--- src/rtl/demux_1to8_tdm.sv ---
// Time-division 1-to-CH demultiplexer: steers accepted serial bits into slots
// chosen by an up/down slot counter and presents each completed frame as a word.
module demux_1to8_tdm #(
    parameter int CH    = 8,
    parameter int SEL_W = 3
) (
    input  logic             clk,
    input  logic             rst_n,
    input  logic             en,
    input  logic             sync,
    input  logic             dir,
    input  logic             din,
    output logic [SEL_W-1:0] sel,
    output logic [CH-1:0]    out,
    output logic             out_valid,
    output logic             busy,
    output logic             frame_err
);

    typedef enum logic {IDLE, RECV} state_t;

    localparam logic [SEL_W-1:0] SEL_ONE  = SEL_W'(1);
    localparam logic [SEL_W-1:0] SEL_LAST = SEL_W'(CH - 1);
    localparam logic [SEL_W:0]   CNT_ONE  = (SEL_W + 1)'(1);
    localparam logic [SEL_W:0]   CNT_FULL = (SEL_W + 1)'(CH);

    state_t           state, state_n;
    logic [SEL_W:0]   cnt, cnt_n;
    logic [SEL_W-1:0] sel_n;
    logic [CH-1:0]    shadow, shadow_n;
    logic [CH-1:0]    out_n;
    logic             dir_q, dir_n;
    logic             valid_n, ferr_n;

    always_comb begin
        state_n  = state;
        cnt_n    = cnt;
        sel_n    = sel;
        shadow_n = shadow;
        out_n    = out;
        dir_n    = dir_q;
        valid_n  = 1'b0;
        ferr_n   = 1'b0;
        if (en) begin
            if (sync) begin
                // A sync while receiving aborts the frame and restarts it in place
                ferr_n   = (state == RECV);
                dir_n    = dir;
                shadow_n[dir ? SEL_LAST : '0] = din;
                cnt_n    = CNT_ONE;
                sel_n    = dir ? (SEL_LAST - SEL_ONE) : SEL_ONE;
                state_n  = RECV;
            end else if (state == RECV) begin
                shadow_n[sel] = din;
                cnt_n         = cnt + CNT_ONE;
                if (cnt_n == CNT_FULL) begin
                    out_n   = shadow_n;
                    valid_n = 1'b1;
                    state_n = IDLE;
                    sel_n   = '0;
                    cnt_n   = '0;
                end else begin
                    sel_n = dir_q ? (sel - SEL_ONE) : (sel + SEL_ONE);
                end
            end
        end
    end

    always_ff @(posedge clk or negedge rst_n) begin
        if (!rst_n) begin
            state     <= IDLE;
            cnt       <= '0;
            sel       <= '0;
            shadow    <= '0;
            out       <= '0;
            dir_q     <= 1'b0;
            out_valid <= 1'b0;
            frame_err <= 1'b0;
        end else begin
            state     <= state_n;
            cnt       <= cnt_n;
            sel       <= sel_n;
            shadow    <= shadow_n;
            out       <= out_n;
            dir_q     <= dir_n;
            out_valid <= valid_n;
            frame_err <= ferr_n;
        end
    end

    assign busy = (state == RECV);

endmodule

--- config.mk ---
export PLATFORM = sky130hd
export DESIGN_NAME = demux_1to8_tdm
export DESIGN_NICKNAME = d
export VERILOG_FILES = /design/src/rtl/demux_1to8_tdm.sv
export SDC_FILE = /design/constraint.sdc
export NUM_CORES = 1
export LEC_CHECK = 0
export CORE_ASPECT_RATIO = 1.75
export CORE_MARGIN = 5
export CORE_UTILIZATION = 25
export DETAILED_ROUTE_END_ITERATION = 7
export HOLD_SLACK_MARGIN = 0.1
export PLACE_DENSITY_LB_ADDON = 0.12
export SYNTH_ARGS = -nofsm -noshare
export SYNTH_HDL_FRONTEND = slang
export SYNTH_SLANG_ARGS = --single-unit
export TNS_END_PERCENT = 10
--- constraint.sdc ---
create_clock -name clk -period 2 [get_ports clk]
set_clock_uncertainty 0.2 [all_clocks]
set_input_delay 0.6 -clock clk [delete_from_list [all_inputs] [get_ports clk]]
set_output_delay 0.6 -clock clk [all_outputs]
set_load 0.005 [all_outputs]
==> reports/results.tsv, run 1 <==
stage	metric	value	unit
global_routing	routing usage on met3	0.0155	
global_routing	total global-route track usage	0.0939	
yosys	EDFF count, synth	0	
routing	post-detailed-route count of antenna-violating nets	0	
clock_tree	number of buffers added for setup after CTS	0	
floorplan	I/O pin count	20	
global_routing	initial antenna violation count	0	
floorplan	core footprint	5500	µm²
yosys	Primary FF master, synth	sky130_fd_sc_hd__dfrtp_1	
power	Leak Pwr	0.826	nW
routing	Vias	1100	
global_routing	wire length of the first global-routing pass	5180	µm
routing	DRC Markers	0	
layout	combined area of the multi-input logic cells	643	µm²
critical_path	cell class contributing the biggest share of worst-path delay	flip-flops	
global_routing	busiest metal layer after global routing	met2	
critical_path	capture point of the worst reg-to-reg path	out[2]	
layout	area grow syn2layout	30.8	%
layout	proportion of layout cells with a drive suffix above 1	0.168	
routing	routed wire length	3340	µm
floorplan	number of rows created at floorplan	36	
floorplan	Die Span X	66.4	µm
critical_path	WP depth	5	
routing	drt wl/cell	13.7	µm
yosys	Post-Syn Nets	143	
layout	nets@finish	177	
placed_design	Detailed Place HPWL	2480	µm
clock_tree	Max H-tree Level	1	
critical_path	capture point of the critical path	out[2]	
global_routing	GR met2 Demand/Resource	0.159	
critical_path	beginning of the worst register-to-register path	cnt[1]	
critical_path	maximum cell stage delay along the critical path	0.45	ns
placed_design	cell area after placement	1770	µm²
power	Worst IR Drop VDD	384	µV
sta	transition time at the pin with the least slew margin	0.359	ns
routing	number of iterations in the first detailed-routing pass	4	
critical_path	buffers plus inverters on the worst setup path	1	
yosys	share of Yosys cell area claimed by the top area cell type	0.485	
sta	shortest clock period the worst path allows after layout	1.94	ns
placed_design	number of instances in the placed design	239	
critical_path	data required time at the worst endpoint	2.00	ns
run	Max-cap violations	0	
global_routing	total congestion overflow	0	
yosys	Post-Synthesis Cells	134	
layout	Register Area	676	µm²
layout	design area	1820	µm²
routing	detailed router's first-iteration violation count	34	
placed_design	routability cong.	0.893	
global_routing	maximum number of pins on one net before global-route repair	28	
floorplan	initial standard-cell utilization of the core	0.253	
yosys	cell types with the largest area share after synthesis	sky130_fd_sc_hd__dfrtp_1, sky130_fd_sc_hd__mux2i_1, sky130_fd_sc_hd__o21ai_0	
clock_tree	clock latency on the worst-skew pair	0.27	ns
critical_path	worst reg2reg path depth	5	
yosys	part of the Yosys area used for sequential elements	0.485	
sta	highest attainable clock frequency	515	MHz
yosys	share of async-settable or async-resettable flops after synthesis	1.00	
critical_path	reg-to-reg slack, setup	0.06	ns
layout	Filler cells	595	
floorplan	die outline height	109	µm
sta	relative slew slack	0.761	
layout	Layout Cells excl Fill	243	
clock_tree	clock transition time at the flip-flop clock pins of the worst setup and hold paths	0.10	ns
critical_path	crit end category	register	
yosys	number of distinct library cell variants in the gate-level netlist after synthesis	35	
global_routing	number of global-route vias before repair	1086	
critical_path	worst-path cell chain	ha_1, nand4bb_1, a21oi_4, buf_4, mux2i_1	
routing	Avg Vias per Cell	4.53	
clock_tree	cts bufs inserted	3	
critical_path	maximum fanout along the worst path	6	
sta	final number of setup-violating endpoints	0	
placed_design	number of buffers added on ports	19	
sta	post-route clock period utilization	0.972	
critical_path	startpoint type of the worst setup path	register	
clock_tree	clock tree sinks	27	
yosys	number of storage elements in the synthesis netlist	27	
floorplan	DIE AREA	7220	µm²
global_routing	fraction of met1 tracks used by global routing	0.112	
critical_path	Critical path origin	cnt[1]	
yosys	cell area after technology mapping	1390	µm²
critical_path	critical setup path kind	register to register	
sta	final number of max-transition violations	0	
clock_tree	TritonCTS clock tree	done	
run_status	outcome	finished, final reports clean	
power	areal power density over the cells	813	nW/µm²
yosys	count of synthesis-stage warnings from yosys	0	
critical_path	library cell contributing the largest single delay on the critical path	sky130_fd_sc_hd__dfrtp_1	
yosys	area leader, netlist	sky130_fd_sc_hd__dfrtp_1	
clock_tree	Root Buffer	sky130_fd_sc_hd__clkbuf_8	
layout	Diodes inserted	0	
sta	Hold Fails Final Rpt	0	
yosys	average footprint of a synthesized cell	10.4	µm²
hold_path	Worst Hold Class	register to register	
critical_path	data arrival time of the worst path	1.94	ns
clock_tree	worst-case clock buffer depth	2	
==> cell usage in the layout, fill, tap and decap left out, types with 2 or more instances in the layout <==
cell type / count
sky130_fd_sc_hd__a21oi_1: 3
sky130_fd_sc_hd__nand3b_1: 3
sky130_fd_sc_hd__nand3_1: 3
sky130_fd_sc_hd__dfrtp_1: 27
sky130_fd_sc_hd__xnor2_1: 3
sky130_fd_sc_hd__nor3b_1: 4
sky130_fd_sc_hd__buf_4: 19
sky130_fd_sc_hd__o21ai_0: 13
sky130_fd_sc_hd__nand2_1: 17
sky130_fd_sc_hd__dlygate4sd2_1: 3
sky130_fd_sc_hd__inv_1: 9
sky130_fd_sc_hd__a22o_1: 2
sky130_fd_sc_hd__nor3_1: 2
sky130_fd_sc_hd__nor2_1: 5
sky130_fd_sc_hd__ha_1: 2
sky130_fd_sc_hd__clkdlybuf4s50_1: 16
sky130_fd_sc_hd__clkbuf_8: 3
sky130_fd_sc_hd__mux2i_1: 14
==> worst reg2reg max path: stages (launching register included) <==
cell and delay, ns:
sky130_fd_sc_hd__dfrtp_1 0.45, sky130_fd_sc_hd__ha_1 0.25, sky130_fd_sc_hd__nand4bb_1 0.33, sky130_fd_sc_hd__a21oi_4 0.27
sky130_fd_sc_hd__buf_4 0.19, sky130_fd_sc_hd__mux2i_1 0.19
==> metrics by stage <==
stage	setup TNS, ns	setup slack, ns	hold WS [ns]	power, mW	utilization
after floorplan	0	0.133	0.104	0.986	-
after global placement	-2.07	-0.225	0.265	1.17	0.323
after detailed placement	-2.55	-0.283	0.273	1.18	0.323
after CTS	0	0.00617	0.300	1.51	0.330
after global routing	-0.0836	-0.0384	0.310	1.58	0.332
final	0	0.0564	0.300	1.48	0.332
==> layer usage <==
layer	part of all wire	wire [µm]	vias up
met5	0	0	-
met4	0.027	91	0
met3	0.023	76	9
met2	0.51	1710	18
met1	0.44	1460	541
li1	-	-	532
==> how the worst min path moves through the flow <==
stage	startpoint	endpoint	slack, ns	cells past startpoint
2_1_floorplan	rst_n	busy	0.10	0
3_3_place_gp	shadow[1]	shadow[1]	0.27	2
3_5_place_dp	shadow[2]	shadow[2]	0.27	2
4_1_cts	shadow[2]	shadow[2]	0.30	2
5_1_grt	shadow[2]	shadow[2]	0.31	2
6_report	shadow[4]	shadow[4]	0.30	2
==> registers in the layout, indices dropped and copies added (netlist names) <==
name,count
busy,1
frame_err,1
sel,3
out,8
cnt,4
dir_q,1
shadow,8
out_valid,1
==> synthesized netlist by cell type (3+ instances only) <==
| library cell | n |
|---|---|
| sky130_fd_sc_hd__nor3b_1 | 4 |
| sky130_fd_sc_hd__a21oi_1 | 3 |
| sky130_fd_sc_hd__o21ai_0 | 13 |
| sky130_fd_sc_hd__nor2_1 | 5 |
| sky130_fd_sc_hd__nand3b_1 | 3 |
| sky130_fd_sc_hd__nand2_1 | 17 |
| sky130_fd_sc_hd__buf_2 | 5 |
| sky130_fd_sc_hd__clkbuf_1 | 3 |
| sky130_fd_sc_hd__xnor2_1 | 3 |
| sky130_fd_sc_hd__nand3_1 | 3 |
| sky130_fd_sc_hd__inv_1 | 9 |
| sky130_fd_sc_hd__mux2i_1 | 14 |
| sky130_fd_sc_hd__dfrtp_1 | 27 |
==> area by class of cell <==
cell class / count / share of cell area
flip-flops and latches: 27 / 0.371
multi-input cells: 89 / 0.353
repair buffers: 38 / 0.181
well taps: 76 / 0.0522
clock buffers: 4 / 0.0247
inverters: 9 / 0.0185
==> kinds of logic after synthesis <==
group / Yosys count / share of synthesized area
buffers and inverters: 18 / 0.0584
multiplexers: 16 / 0.119
AND/OR/NAND/NOR: 40 / 0.153
flip-flops: 27 / 0.485
XOR/XNOR: 3 / 0.0189
AO/OA/AOI/OAI: 27 / 0.133
adder cells (fa/ha/maj): 3 / 0.0323
==> where the power goes <==
part | internal, mW | total, mW | switching (mW) | leakage, nW
Clock | 0.143 | 0.320 | 0.177 | 0.0228
Sequential | 0.640 | 0.712 | 0.0723 | 0.313
Combinational | 0.224 | 0.449 | 0.226 | 0.491
Total | 1.01 | 1.48 | 0.475 | 0.826
==> timing repair <==
action	CTS	global route
gates resized for setup	3	2
endpoints found under the setup margin	3	5
hold buffers	0	0
(Power assumes the default switching activity.)
==> inputs of run 2 (changes only) <==
--- a/config.mk
+++ b/config.mk
@@ -8,6 +8,7 @@
 export CORE_ASPECT_RATIO = 1.75
 export CORE_MARGIN = 5
 export CORE_UTILIZATION = 25
+export CTS_CLUSTER_DIAMETER = 50
 export DETAILED_ROUTE_END_ITERATION = 7
 export HOLD_SLACK_MARGIN = 0.1
 export PLACE_DENSITY_LB_ADDON = 0.12
==> results of run 2 <==
Final layout, timing and power as in run 1 (identical DEF).
==> inputs of run 3 (changes only) <==
--- a/config.mk
+++ b/config.mk
@@ -7,7 +7,7 @@
 export LEC_CHECK = 0
 export CORE_ASPECT_RATIO = 1.75
 export CORE_MARGIN = 5
-export CORE_UTILIZATION = 25
+export CORE_UTILIZATION = 45
 export CTS_CLUSTER_DIAMETER = 50
 export DETAILED_ROUTE_END_ITERATION = 7
 export HOLD_SLACK_MARGIN = 0.1
==> run 3 against run 2 <==
Effect of this change: combinational power is 3% higher; clock-buffer cell count down 1; critical path type is now register to primary output; setup slack lost 0.0060 ns; worst hold slack worse by 0.011 ns; global-route usage up 6.5 points; largest power group unchanged; via count barely moved; highest routed layer unchanged.
==> reports/results.tsv, run 3 (same netlist as run 1, synthesis figures left out) <==
stage	metric	value	unit	change
layout	combined area of the multi-input logic cells	652	µm²	+1.4%
power	fraction of power consumed by the clock network	0.209		-0.007
floorplan	core footprint	2960	µm²	-46%
placed_design	cell area after placement	1710	µm²	-3.7%
critical_path	worst-path cell chain	clkdlybuf4s50_1		
critical_path	data required time at the worst endpoint	1.20	ns	-0.80 ns
critical_path	library cell contributing the largest single delay on the critical path	sky130_fd_sc_hd__clkdlybuf4s50_1		
sta	transition time at the pin with the least slew margin	0.358	ns	-0.000619 ns
floorplan	number of rows created at floorplan	26		-28%
global_routing	total congestion overflow	0		unchanged
layout	share of the core filled with cells in the final layout	0.601		+0.270
hold_path	Worst Hold Class	register to register		
routing	routed wire length	3010	µm	-9.8%
routing	detailed router's first-iteration violation count	18		-47%
hold_path	Hold Startpoint	shadow[6]		
critical_path	data arrival time of the worst path	1.15	ns	-0.79 ns
sta	final number of max-transition violations	0		unchanged
placed_design	Detailed Place HPWL	2260	µm	-9.2%
critical_path	maximum cell stage delay along the critical path	0.51	ns	+0.06 ns
clock_tree	clock tree sinks	27		unchanged
critical_path	buffers plus inverters on the worst setup path	1		unchanged
sta	shortest clock period the worst path allows after layout	1.95	ns	+0.00604 ns
routing	Avg Vias per Cell	5.31		+17%
critical_path	reg-to-reg slack, setup	0.14	ns	+0.08 ns
clock_tree	Max H-tree Level	1		unchanged
power	relative contribution of combinational cells to total power	0.312		+0.009
clock_tree	cts bufs inserted	3		unchanged
floorplan	Die Span X	52.1	µm	-22%
layout	Diodes inserted	0		unchanged
layout	leading registers by flop count	out: 8 flops, shadow: 8 flops, cnt: 4 flops		
critical_path	startpoint type of the worst setup path	register		
power	Int Pwr	1.01	mW	+0.17%
global_routing	wire length of the first global-routing pass	5240	µm	+1.2%
critical_path	capture point of the worst reg-to-reg path	sel[2]		
power	Leak Pwr	0.831	nW	+0.60%
routing	number of iterations in the first detailed-routing pass	4		unchanged
routing	DRC Markers	0		unchanged
layout	Register Area	676	µm²	unchanged
power	switch share	0.318		-0.00257
floorplan	DIE AREA	4350	µm²	-40%
power	Switching Power	470	µW	-1.0%
layout	area grow syn2layout	27.8	%	
layout	design area	1780	µm²	-2.3%
clock_tree	TritonCTS clock tree	done		
routing	Vias	1099		-0.091%
routing	drt wl/cell	14.5	µm	+5.9%
critical_path	cell class contributing the biggest share of worst-path delay	buffers and inverters		
layout	nets@finish	175		-1.1%
sta	highest attainable clock frequency	513	MHz	-0.31%
clock_tree	Root Buffer	sky130_fd_sc_hd__clkbuf_8		
critical_path	maximum fanout along the worst path	2		-4
floorplan	I/O pin count	20		unchanged
critical_path	critical setup path kind	register to primary output		
layout	most frequent cells in the layout	sky130_fd_sc_hd__dfrtp_1, sky130_fd_sc_hd__nand2_1, sky130_fd_sc_hd__clkdlybuf4s50_1, sky130_fd_sc_hd__buf_4, sky130_fd_sc_hd__mux2i_1		
routing	post-detailed-route count of antenna-violating nets	0		unchanged
floorplan	initial standard-cell utilization of the core	0.470		+0.217
placed_design	number of buffers added on ports	19		unchanged
clock_tree	clock transition time at the flip-flop clock pins of the worst setup and hold paths	0.09	ns	about the same
hold_path	capture endpoint of the worst hold path	shadow[6]		
critical_path	worst reg2reg path depth	6		+1
power	areal power density over the cells	831	nW/µm²	+2.2%
sta	Hold Fails Final Rpt	0		unchanged
layout	Filler cells	250		-58%
power	share of power burned in registers	0.479		-0.002
global_routing	initial antenna violation count	0		unchanged
placed_design	routability cong.	0.826		-7.5%
run_status	outcome	finished, final reports clean		
sta	relative slew slack	0.761		about the same
global_routing	total global-route track usage	0.159		+0.0653
critical_path	beginning of the worst register-to-register path	sel[0]		
sta	final number of setup-violating endpoints	0		unchanged
run	Max-cap violations	0		unchanged
sta	Hold WS	0.289	ns	-0.0115 ns
clock_tree	clock latency on the worst-skew pair	0.27	ns	about the same
layout	most common library cell in the layout ignoring fill and taps	sky130_fd_sc_hd__dfrtp_1		
floorplan	die outline height	83.6	µm	-23%
layout	proportion of layout cells with a drive suffix above 1	0.170		+0.00203
critical_path	crit end category	primary output		
global_routing	number of global-route vias before repair	1154		+6.3%
sta	post-route clock period utilization	0.975		+0.00302
clock_tree	worst-case clock buffer depth	2		unchanged
hold_path	cell depth of the worst hold path	2		unchanged
power	Worst IR Drop VDD	532	µV	+39%
global_routing	maximum number of pins on one net before global-route repair	28		unchanged
sta	setup total negative slack	0	ns	unchanged
sta	RSZ-0062 raised after global routing	no		
-- run 3: area by class of cell --
class,count,share of cell area
clock buffers,3,0.0232
clock inverters,1,0.00281
inverters,9,0.0190
multi-input cells,89,0.366
flip-flops and latches,27,0.380
well taps,42,0.0295
repair buffers,36,0.179
-- run 3: power groups by stage --
| stage | Sequential [mW] | Combinational (mW) | Clock, mW |
|---|---|---|---|
| 2_1_floorplan | 0.714 | 0.271 | 0 |
| 3_3_place_gp | 0.715 | 0.439 | 0 |
| 3_5_place_dp | 0.721 | 0.451 | 0 |
| 4_1_cts | 0.708 | 0.455 | 0.319 |
| 5_1_grt | 0.724 | 0.514 | 0.340 |
| 6_report | 0.709 | 0.461 | 0.309 |
-- run 3: through the flow --
step	cells	worst slack (ns)	power [mW]
3_5_place_dp	202	-0.154	1.17
2_1_floorplan	134	0.133	0.986
3_3_place_gp	202	-0.189	1.15
6_report	207	0.0503	1.48
4_1_cts	207	0.0181	1.48
5_1_grt	207	0.00390	1.58
-- run 3: worst max path at each step --
stage,startpoint,to,depth (start not counted)
global placement,en,sel[2],5
floorplan,cnt[0],out[0],5
CTS,out[0],out[0],1
global route,sel[0],sel[0],1
detailed placement,en,shadow[7],4
finish,out[3],out[3],1
-- run 3: timing repair --
item	4_1_cts	5_1_grt
hold buffers	0	0
buffers inserted	1	0
setup endpoints to repair	2	7
resized for setup	1	3
pin swaps	0	0
gates cloned	0	0
-- run 3: layer usage --
| layer | routed length (µm) | global-route usage | part of all wire |
|---|---|---|---|
| met1 | 1250 | 0.187 | 0.41 |
| met2 | 1600 | 0.262 | 0.53 |
| met3 | 93 | 0.0268 | 0.031 |
| met4 | 74 | 0.0907 | 0.025 |
| met5 | 0 | 0 | 0 |
